File: config.mk
export PLATFORM = sky130hd
export DESIGN_NAME = fetch_stage
export DESIGN_NICKNAME = d
export VERILOG_FILES = /design/src/rtl/fetch_stage_pkg.sv /design/src/rtl/fetch_stage_if_id_reg.sv /design/src/rtl/fetch_stage.sv
export SDC_FILE = /design/constraint.sdc
export NUM_CORES = 1
export LEC_CHECK = 0
export CORE_MARGIN = 2
export CORE_UTILIZATION = 51
export DETAILED_ROUTE_END_ITERATION = 10
export PLACE_DENSITY_LB_ADDON = 0.05
export SLEW_MARGIN = 20
export SYNTH_ARGS = -nofsm -noshare
export SYNTH_HDL_FRONTEND = slang
export SYNTH_HIERARCHICAL = 1
export SYNTH_SLANG_ARGS = --single-unit
File: constraint.sdc
create_clock -name clk -period 3.9 [get_ports clk]
set_input_delay 0.39 -clock clk [delete_from_list [all_inputs] [get_ports clk]]
set_output_delay 0.39 -clock clk [all_outputs]
set_load 0.1 [all_outputs]
File: src/rtl/fetch_stage_pkg.sv
// Shared constants and types for the instruction fetch stage.
// Holds the fetch FSM encoding, special instruction words and primary opcodes.
package fetch_stage_pkg;

  typedef enum logic [1:0] {
    ST_BOOT = 2'd0,
    ST_RUN  = 2'd1,
    ST_HALT = 2'd2
  } fetch_state_t;

  localparam logic [31:0] NOP       = 32'h0000_0000;
  localparam logic [31:0] HALT_WORD = 32'hA800_FFFF;  // JMP -1: branch to itself
  localparam logic [31:0] RESET_PC  = 32'h0000_0000;
  localparam logic [31:0] PC_STEP   = 32'd4;
  localparam logic [15:0] CNT_MAX   = 16'hFFFF;

  // Primary 6-bit opcodes, bits [31:26] of the instruction word.
  localparam logic [5:0] OP_ADD = 6'b000000;
  localparam logic [5:0] OP_SUB = 6'b000001;
  localparam logic [5:0] OP_AND = 6'b000010;
  localparam logic [5:0] OP_OR  = 6'b000011;
  localparam logic [5:0] OP_LD  = 6'b100100;
  localparam logic [5:0] OP_ST  = 6'b100101;
  localparam logic [5:0] OP_BEZ = 6'b101000;
  localparam logic [5:0] OP_BNE = 6'b101001;
  localparam logic [5:0] OP_JMP = 6'b101010;

  function automatic logic [5:0] opcode_of(input logic [31:0] inst);
    return inst[31:26];
  endfunction

  // Only the exact self-jump encoding stops fetch; other JMPs are ordinary.
  function automatic logic is_halt(input logic [31:0] inst);
    return (opcode_of(inst) == OP_JMP) && (inst == HALT_WORD);
  endfunction

endpackage

File: src/rtl/fetch_stage_if_id_reg.sv
// IF/ID pipeline register: captures PC+4 and the fetched word.
// flush has priority over en and loads a NOP bubble with valid cleared.
module if_id_reg
  import fetch_stage_pkg::*;
(
  input  logic        clk,
  input  logic        rst_n,
  input  logic        en,
  input  logic        flush,
  input  logic [31:0] pc_next,
  input  logic [31:0] inst_next,
  output logic [31:0] pc,
  output logic [31:0] inst,
  output logic        valid
);

  // NOTE: sequential state uses non-blocking (<=) so every flop samples pre-edge values.
  always_ff @(posedge clk or negedge rst_n) begin
    if (!rst_n) begin
      pc    <= RESET_PC;
      inst  <= NOP;
      valid <= 1'b0;
    end else if (flush) begin
      pc    <= RESET_PC;
      inst  <= NOP;
      valid <= 1'b0;
    end else if (en) begin
      pc    <= pc_next;
      inst  <= inst_next;
      valid <= 1'b1;
    end
  end

endmodule

File: src/rtl/fetch_stage.sv
// Instruction fetch stage: PC register, BOOT/RUN/HALT control FSM,
// delivered-instruction counter and the IF/ID pipeline register.
module fetch_stage
  import fetch_stage_pkg::*;
(
  input  logic        clk,
  input  logic        rst,
  input  logic        freeze,
  input  logic        br_taken,
  input  logic [31:0] br_addr,
  output logic [31:0] inst_adrs,
  input  logic [31:0] inst_in,
  output logic [31:0] if_id_pc,
  output logic [31:0] if_id_inst,
  output logic        if_id_valid,
  output logic        halted,
  output logic [15:0] fetch_cnt
);

  fetch_state_t state;
  logic [31:0]  pc;
  logic [31:0]  pc_plus4;
  logic [15:0]  cnt;
  logic         ifid_en;
  logic         ifid_flush;

  // Natural 32-bit wrap: 0xFFFFFFFC + 4 becomes 0.
  assign pc_plus4 = pc + PC_STEP;

  // NOTE: every always_comb output gets a default first so no latch is inferred.
  always_comb begin
    ifid_en    = 1'b0;
    ifid_flush = 1'b0;
    unique case (state)
      ST_RUN: begin
        if (br_taken)     ifid_flush = 1'b1;
        else if (!freeze) ifid_en    = 1'b1;
      end
      default: ifid_flush = 1'b1;
    endcase
  end

  always_ff @(posedge clk or negedge rst) begin
    if (!rst) begin
      state <= ST_BOOT;
      pc    <= RESET_PC;
      cnt   <= '0;
    end else begin
      unique case (state)
        ST_BOOT: state <= ST_RUN;
        ST_RUN: begin
          if (br_taken) begin
            pc <= {br_addr[31:2], 2'b00};
          end else if (!freeze) begin
            pc <= pc_plus4;
            if (cnt != CNT_MAX) cnt <= cnt + 16'd1;
            // The halt word itself is still delivered on this edge.
            if (is_halt(inst_in)) state <= ST_HALT;
          end
        end
        ST_HALT: state <= ST_HALT;
        default: state <= ST_BOOT;
      endcase
    end
  end

  if_id_reg u_if_id_reg (
    .clk       (clk),
    .rst_n     (rst),
    .en        (ifid_en),
    .flush     (ifid_flush),
    .pc_next   (pc_plus4),
    .inst_next (inst_in),
    .pc        (if_id_pc),
    .inst      (if_id_inst),
    .valid     (if_id_valid)
  );

  assign inst_adrs = pc;
  assign halted    = (state == ST_HALT);
  assign fetch_cnt = cnt;

endmodule

==> results.cfg, run 1 <==
[floorplan]
die_height_um = 113
start_util_pct = 52.9
die-width_um = 113
num_rows = 39
core_mm2 = 0.0115
io_pins = 182
die_area_mm2 = 0.0128

[pwr]
pwr-share-seq_pct = 33.2
power_density_mw_per_mm2 = 518
power.leakage_nw = 3.52
p_switching_w = 0.00178
power.total_w = 0.00436
power.internal_w = 0.00257
p_comb_share_pct = 34.4
power_frac_clock_pct = 32.4
ir_drop_v = 0.000556
swShare_pct = 40.9

[placed_design]
hpwl_mm = 11.5
port-buffer-count = 177
place.gp.congestion = 0.828
placed_area_mm2 = 0.00787

[clock_network]
post_cts_buffers = 0
numCtsBuffers = 17
clkLatencyLatePin_ns = 0.42
h-tree-depth = 4
tritoncts = built
cts_hold_buf = 0
clkTransAtPathRegs_ns = 0.05
clock-sinks = 113
cts-root-buf = clkbuf_16
cts.path.max_buffers = 2
ctsResizeCount = 0

[drt]
drt-wirelength-per-cell_um = 17.9
drtIter0Drc = 356
viasPerCell = 5.78
antenna_left = 0
first_pass_iters = 5
drc = 0
wl_mm = 16.7
vias = 5374

[global_route]
antenna_found_initial = 0
overflow = 0
grt_pass1_vias = 5338
grt_usage_pct = 26.9
grt_max_degree = 61
grt_pass1_wl_mm = 27.4

[worst_setup_path]
cp-start-kind = register
cp.arrival_ns = 3.20
cp_top_family = buffers and inverters
path_buf_inv = 4
worstPathRequired_ns = 4.17
critPathMaxStageDelay_ns = 0.65
crit_slowest_cell = or3b_1
crit_path_end_kind = register
path_class = reg2reg
critPathMaxFanout = 26
crit_path_frequent_cell = buf_4
crit_chain = inv_1 -> ha_1 -> buf_4 -> or3b_1 -> clkinv_2 -> buf_4 -> mux2i_1 -> nor2_1

[logic_synthesis]
yosysWarnings = 6
synth_ff_type = dfrtp_1
synth_area_per_cell_um2 = 9.97
ys_ff_latch = 113
synthCells = 611
yosysTopAreaCellShare_pct = 46.4
async_flop_share_pct = 100
synth_area_leader_cell = dfrtp_1
synth_area_mm2 = 0.00609
synth_edf_count = 0
seq_area_frac_synth_pct = 46.4
netlist_top_cells_area = dfrtp_1 46%, mux2i_1 11%, nor2_1 5.2%
yosysUniqueCellTypes = 60

[sta]
finalCriticalPeriod_ns = 2.93
tightest_slew_ns = 1.04
holdWs_ns = 0.0330
slew_headroom_pct = 30.4
fmax_ghz = 0.342
hold_viol_final = 0
clock_skew_ns = 0.00689
finalSetupViolCount = 0
period_share_pct = 75.1
rsz0062_at_grt = false
fin_tns_setup_ns = 0
maxSlewViolCount = 0

[layout]
design_area_mm2 = 0.00840
antennaDiodeCount = 0
mostFrequentLayoutCell = clkdlybuf4s50_1
drive_above_1_share_pct = 6.74
area_growth_pct = 37.9
finalNetCount = 847
mostFrequentLayoutCells = 175 x clkdlybuf4s50_1, 113 x dfrtp_1, 85 x nor2_1

[run]
max-cap-violations = 0

[hold_path]
min_path_type = in2async

[status]
outcome = finished clean
-- flip-flops by register name, summed over array words and instances, names as in the netlist --
name,flops
u_if_id_reg/inst,32
u_if_id_reg/pc,32
inst_adrs,30
fetch_cnt,16
state,2
u_if_id_reg/valid,1
-- per-layer routing --
metal	GRT usage (%)	part of all wire (%)
met3	9.21	8.5
met4	9.59	2.0
met5	0	0
met1	35.4	43
met2	41.8	47
-- power groups by stage --
stage               combinational (W)  clock, W  sequential, W
floorplan                    0.000335         0        0.00221
detailed placement            0.00150         0        0.00146
global placement              0.00148         0        0.00145
finish                        0.00150   0.00141        0.00145
global route                  0.00156   0.00149        0.00147
CTS                           0.00150   0.00143        0.00145
-- cells by family (layout without fill, tap and decap cells) --
kind of cell | count (synthesis) | in the layout | share of synthesized area, %
adder cells (fa/ha/maj) | 5 | 5 | 1.03
multiplexers | 70 | 70 | 11.6
AO/OA/AOI/OAI | 91 | 91 | 10.1
XOR/XNOR | 41 | 41 | 5.89
other | 1 | 4 | 0.0615
AND/OR/NAND/NOR | 229 | 229 | 19.6
buffers and inverters | 61 | 233 | 5.32
flip-flops | 113 | 113 | 46.4
-- layout make-up --
class	count	area, um2
Tap cell	143	179
Inverter	14	53.8
Timing Repair Buffer	188	1850
Clock buffer	24	472
Multi-Input combinational cell	440	2960
Sequential cell	113	2830
Clock inverter	7	60.1
Fill cell	887	3110
-- final timing paths --
check / endpoint / cells past startpoint / slack, ns / start
max: u_if_id_reg/pc[18]$_DFFE_PN0P_ / 8 / 0.97 / state[1]$_DFFE_PN0P_
min: u_if_id_reg/pc[12]$_DFFE_PN0P_ / 1 / 0.03 / rst
max reg2reg: u_if_id_reg/pc[18]$_DFFE_PN0P_ / 8 / 0.97 / state[1]$_DFFE_PN0P_
min reg2reg: u_if_id_reg/valid$_DFFE_PN0P_ / 2 / 0.51 / u_if_id_reg/valid$_DFFE_PN0P_
max in group asynchronous: u_if_id_reg/inst[24]$_DFFE_PN0P_ / 2 / 2.97 / rst
min in group clk: u_if_id_reg/valid$_DFFE_PN0P_ / 2 / 0.51 / u_if_id_reg/valid$_DFFE_PN0P_
-- worst register-to-register path: cells and delay by family, from the launching register on --
family,cells,cell delay (ns)
fa+ha+maj,1,0.14
buf+inv,4,1.27
flops,1,0.39
mux,1,0.27
simple gates,2,0.71
-- through the flow --
stage                     setup slack, ns  utilization [%]  instances
after floorplan                      1.04                -        614
after global placement              0.895             68.3        898
after detailed placement            0.894             68.3        898
after CTS                            1.00             72.9        929
after global routing                0.812             73.0        929
final                               0.972             73.0        929
-- synthesized netlist by cell type, types with 13 or more instances --
cell type	n
nand3_1	28
and3_1	19
dfrtp_1	113
inv_1	14
o21ai_0	15
nand4_1	21
nor3_1	13
a21oi_1	25
nor2_1	85
xnor2_1	24
nand2_1	19
clkbuf_1	27
mux2i_1	66
xor2_1	17
(Power assumes the default switching activity.)
==> run 2: changes to the inputs <==
- CORE_UTILIZATION: 51 -> 43
- clock period: 3.9 -> 2.5 ns (I/O delays scaled with it)
==> results.cfg, run 2 (synthesized netlist as in run 1, its figures left out) <==
[status]
outcome = finished clean

[sta]
clock_skew_ns = 0.00711
maxSlewViolCount = 0
rsz0062_at_grt = false
fmax_ghz = 0.443
hold_viol_final = 0
slew_headroom_pct = 41.7
finalSetupViolCount = 0
fin_tns_setup_ns = 0
finalCriticalPeriod_ns = 2.26
holdWs_ns = 0.348
period_share_pct = 90.2
tightest_slew_ns = 0.874

[floorplan]
io_pins = 182
die_area_mm2 = 0.0151
start_util_pct = 43.9
core_mm2 = 0.0139
die-width_um = 123
num_rows = 43
die_height_um = 123

[worst_setup_path]
crit_slowest_cell = nor4_1
path_buf_inv = 1
cp.arrival_ns = 2.55
cp_top_family = simple AND/OR/NAND/NOR gates
path_class = reg2reg
crit_cells = 6
crit_chain = inv_1 -> ha_1 -> or3b_1 -> nor4_1 -> nand3_1 -> mux2_2
critPathMaxStageDelay_ns = 0.55
crit_path_end_kind = register
cp-start-kind = register
critPathMaxFanout = 4
worstPathRequired_ns = 2.79
ff2ff_path_depth = 6

[clock_network]
numCtsBuffers = 17
ctsResizeCount = 0
h-tree-depth = 4
clkLatencyLatePin_ns = 0.41
cts-root-buf = clkbuf_16
tritoncts = built
clkTransAtPathRegs_ns = 0.05
cts.path.max_buffers = 2
clock-sinks = 113

[layout]
mostFrequentLayoutCells = 131 x buf_4, 98 x dfrtp_1, 85 x nor2_1
design_area_mm2 = 0.00826
finalNetCount = 858
area_growth_pct = 35.6
mostFrequentLayoutCell = buf_4
drive_above_1_share_pct = 23.2
final_util_pct = 59.5
layoutNonFillerInstCount = 974

[drt]
wl_mm = 16.8
drtIter0Drc = 531
antenna_left = 0
drc = 0
viasPerCell = 5.54
drt-wirelength-per-cell_um = 17.3
first_pass_iters = 4
vias = 5398

[global_route]
grt_pass1_wl_mm = 27.3
grt_max_degree = 62
antenna_found_initial = 1
grt_pass1_vias = 5339
overflow = 0
grt_usage_pct = 23.1

[hold_path]
min_path_type = in2async

[placed_design]
dp_cells = 945
hpwl_mm = 11.8
place.gp.congestion = 0.866
port-buffer-count = 177
placed_area_mm2 = 0.00777

[pwr]
power_density_mw_per_mm2 = 799
ir_drop_v = 0.000502
power.leakage_nw = 3.72

[run]
max-cap-violations = 0
==> run 2: cell count changes in the layout (fill, tap and decap cells not counted), sizes merged <==
cell           previous run  this run
buf                      13       135
bufinv                    1         0
clkbuf                   24        25
clkdlybuf4s50           175        63
clkinv                    7         3
diode                     0         1
dlygate4sd3               0         1
==> run 2: area by class of cell <==
cell class	instances	area [um2]
fillers	1235	5620
multi-input cells	440	2960
flip-flops and latches	113	2850
repair buffers	199	1690
clock buffers	25	475
well taps	180	225
inverters	14	53.8
clock inverters	2	10.0
diodes	1	2.50
==> run 2: final timing paths <==
path | to | slack, ns | startpoint
hold / removal | u_if_id_reg/pc[11]$_DFFE_PN0P_ | 0.35 | rst
min in group clk | inst_adrs[24]$_DFFE_PN0P_ | 0.44 | br_taken
hold reg to reg | u_if_id_reg/valid$_DFFE_PN0P_ | 0.51 | u_if_id_reg/valid$_DFFE_PN0P_
max in group asynchronous | u_if_id_reg/inst[8]$_DFFE_PN0P_ | 1.41 | rst
setup reg to reg | fetch_cnt[14]$_DFFE_PN0P_ | 0.24 | state[1]$_DFFE_PN0P_
setup / recovery | fetch_cnt[14]$_DFFE_PN0P_ | 0.24 | state[1]$_DFFE_PN0P_
==> run 2: what timing repair did <==
item                                   in CTS  in global routing
hold buffers                                1                  0
endpoints found under the hold margin      34                  0
setup buffers                               0                  0
==> run 2: power breakdown <==
| part | total (W) | switching [W] | internal (W) |
|---|---|---|---|
| registers | 0.00227 | 0.000257 | 0.00201 |
| logic | 0.00229 | 0.00172 | 0.000568 |
| clock network | 0.00205 | 0.000768 | 0.00128 |
| total | 0.00660 | 0.00274 | 0.00386 |
==> run 2: worst register-to-register path: cells and delay by family, from the launching register on <==
kind                       cells  cell delay, ns
DFF                            1            0.39
buffers and inverters          1            0.09
adders and majority gates      1            0.22
muxes                          1            0.29
and+or+nand+nor                3            1.15
==> run 2: routing by layer <==
| metal | part of all wire [%] | track usage, % | up-vias |
|---|---|---|---|
| met5 | 0 | 0 | - |
| met2 | 47 | 36.3 | 218 |
| met4 | 2.4 | 9.94 | 0 |
| met3 | 8.0 | 6.87 | 31 |
| met1 | 43 | 29.8 | 2603 |
| li1 | - | - | 2546 |
==> run 2: through the flow <==
stage	setup slack, ns	power (W)
CTS	0.268	0.00665
global route	0.0810	0.00688
detailed placement	0.210	0.00459
floorplan	-0.0226	0.00399
finish	0.244	0.00660
global placement	0.226	0.00456
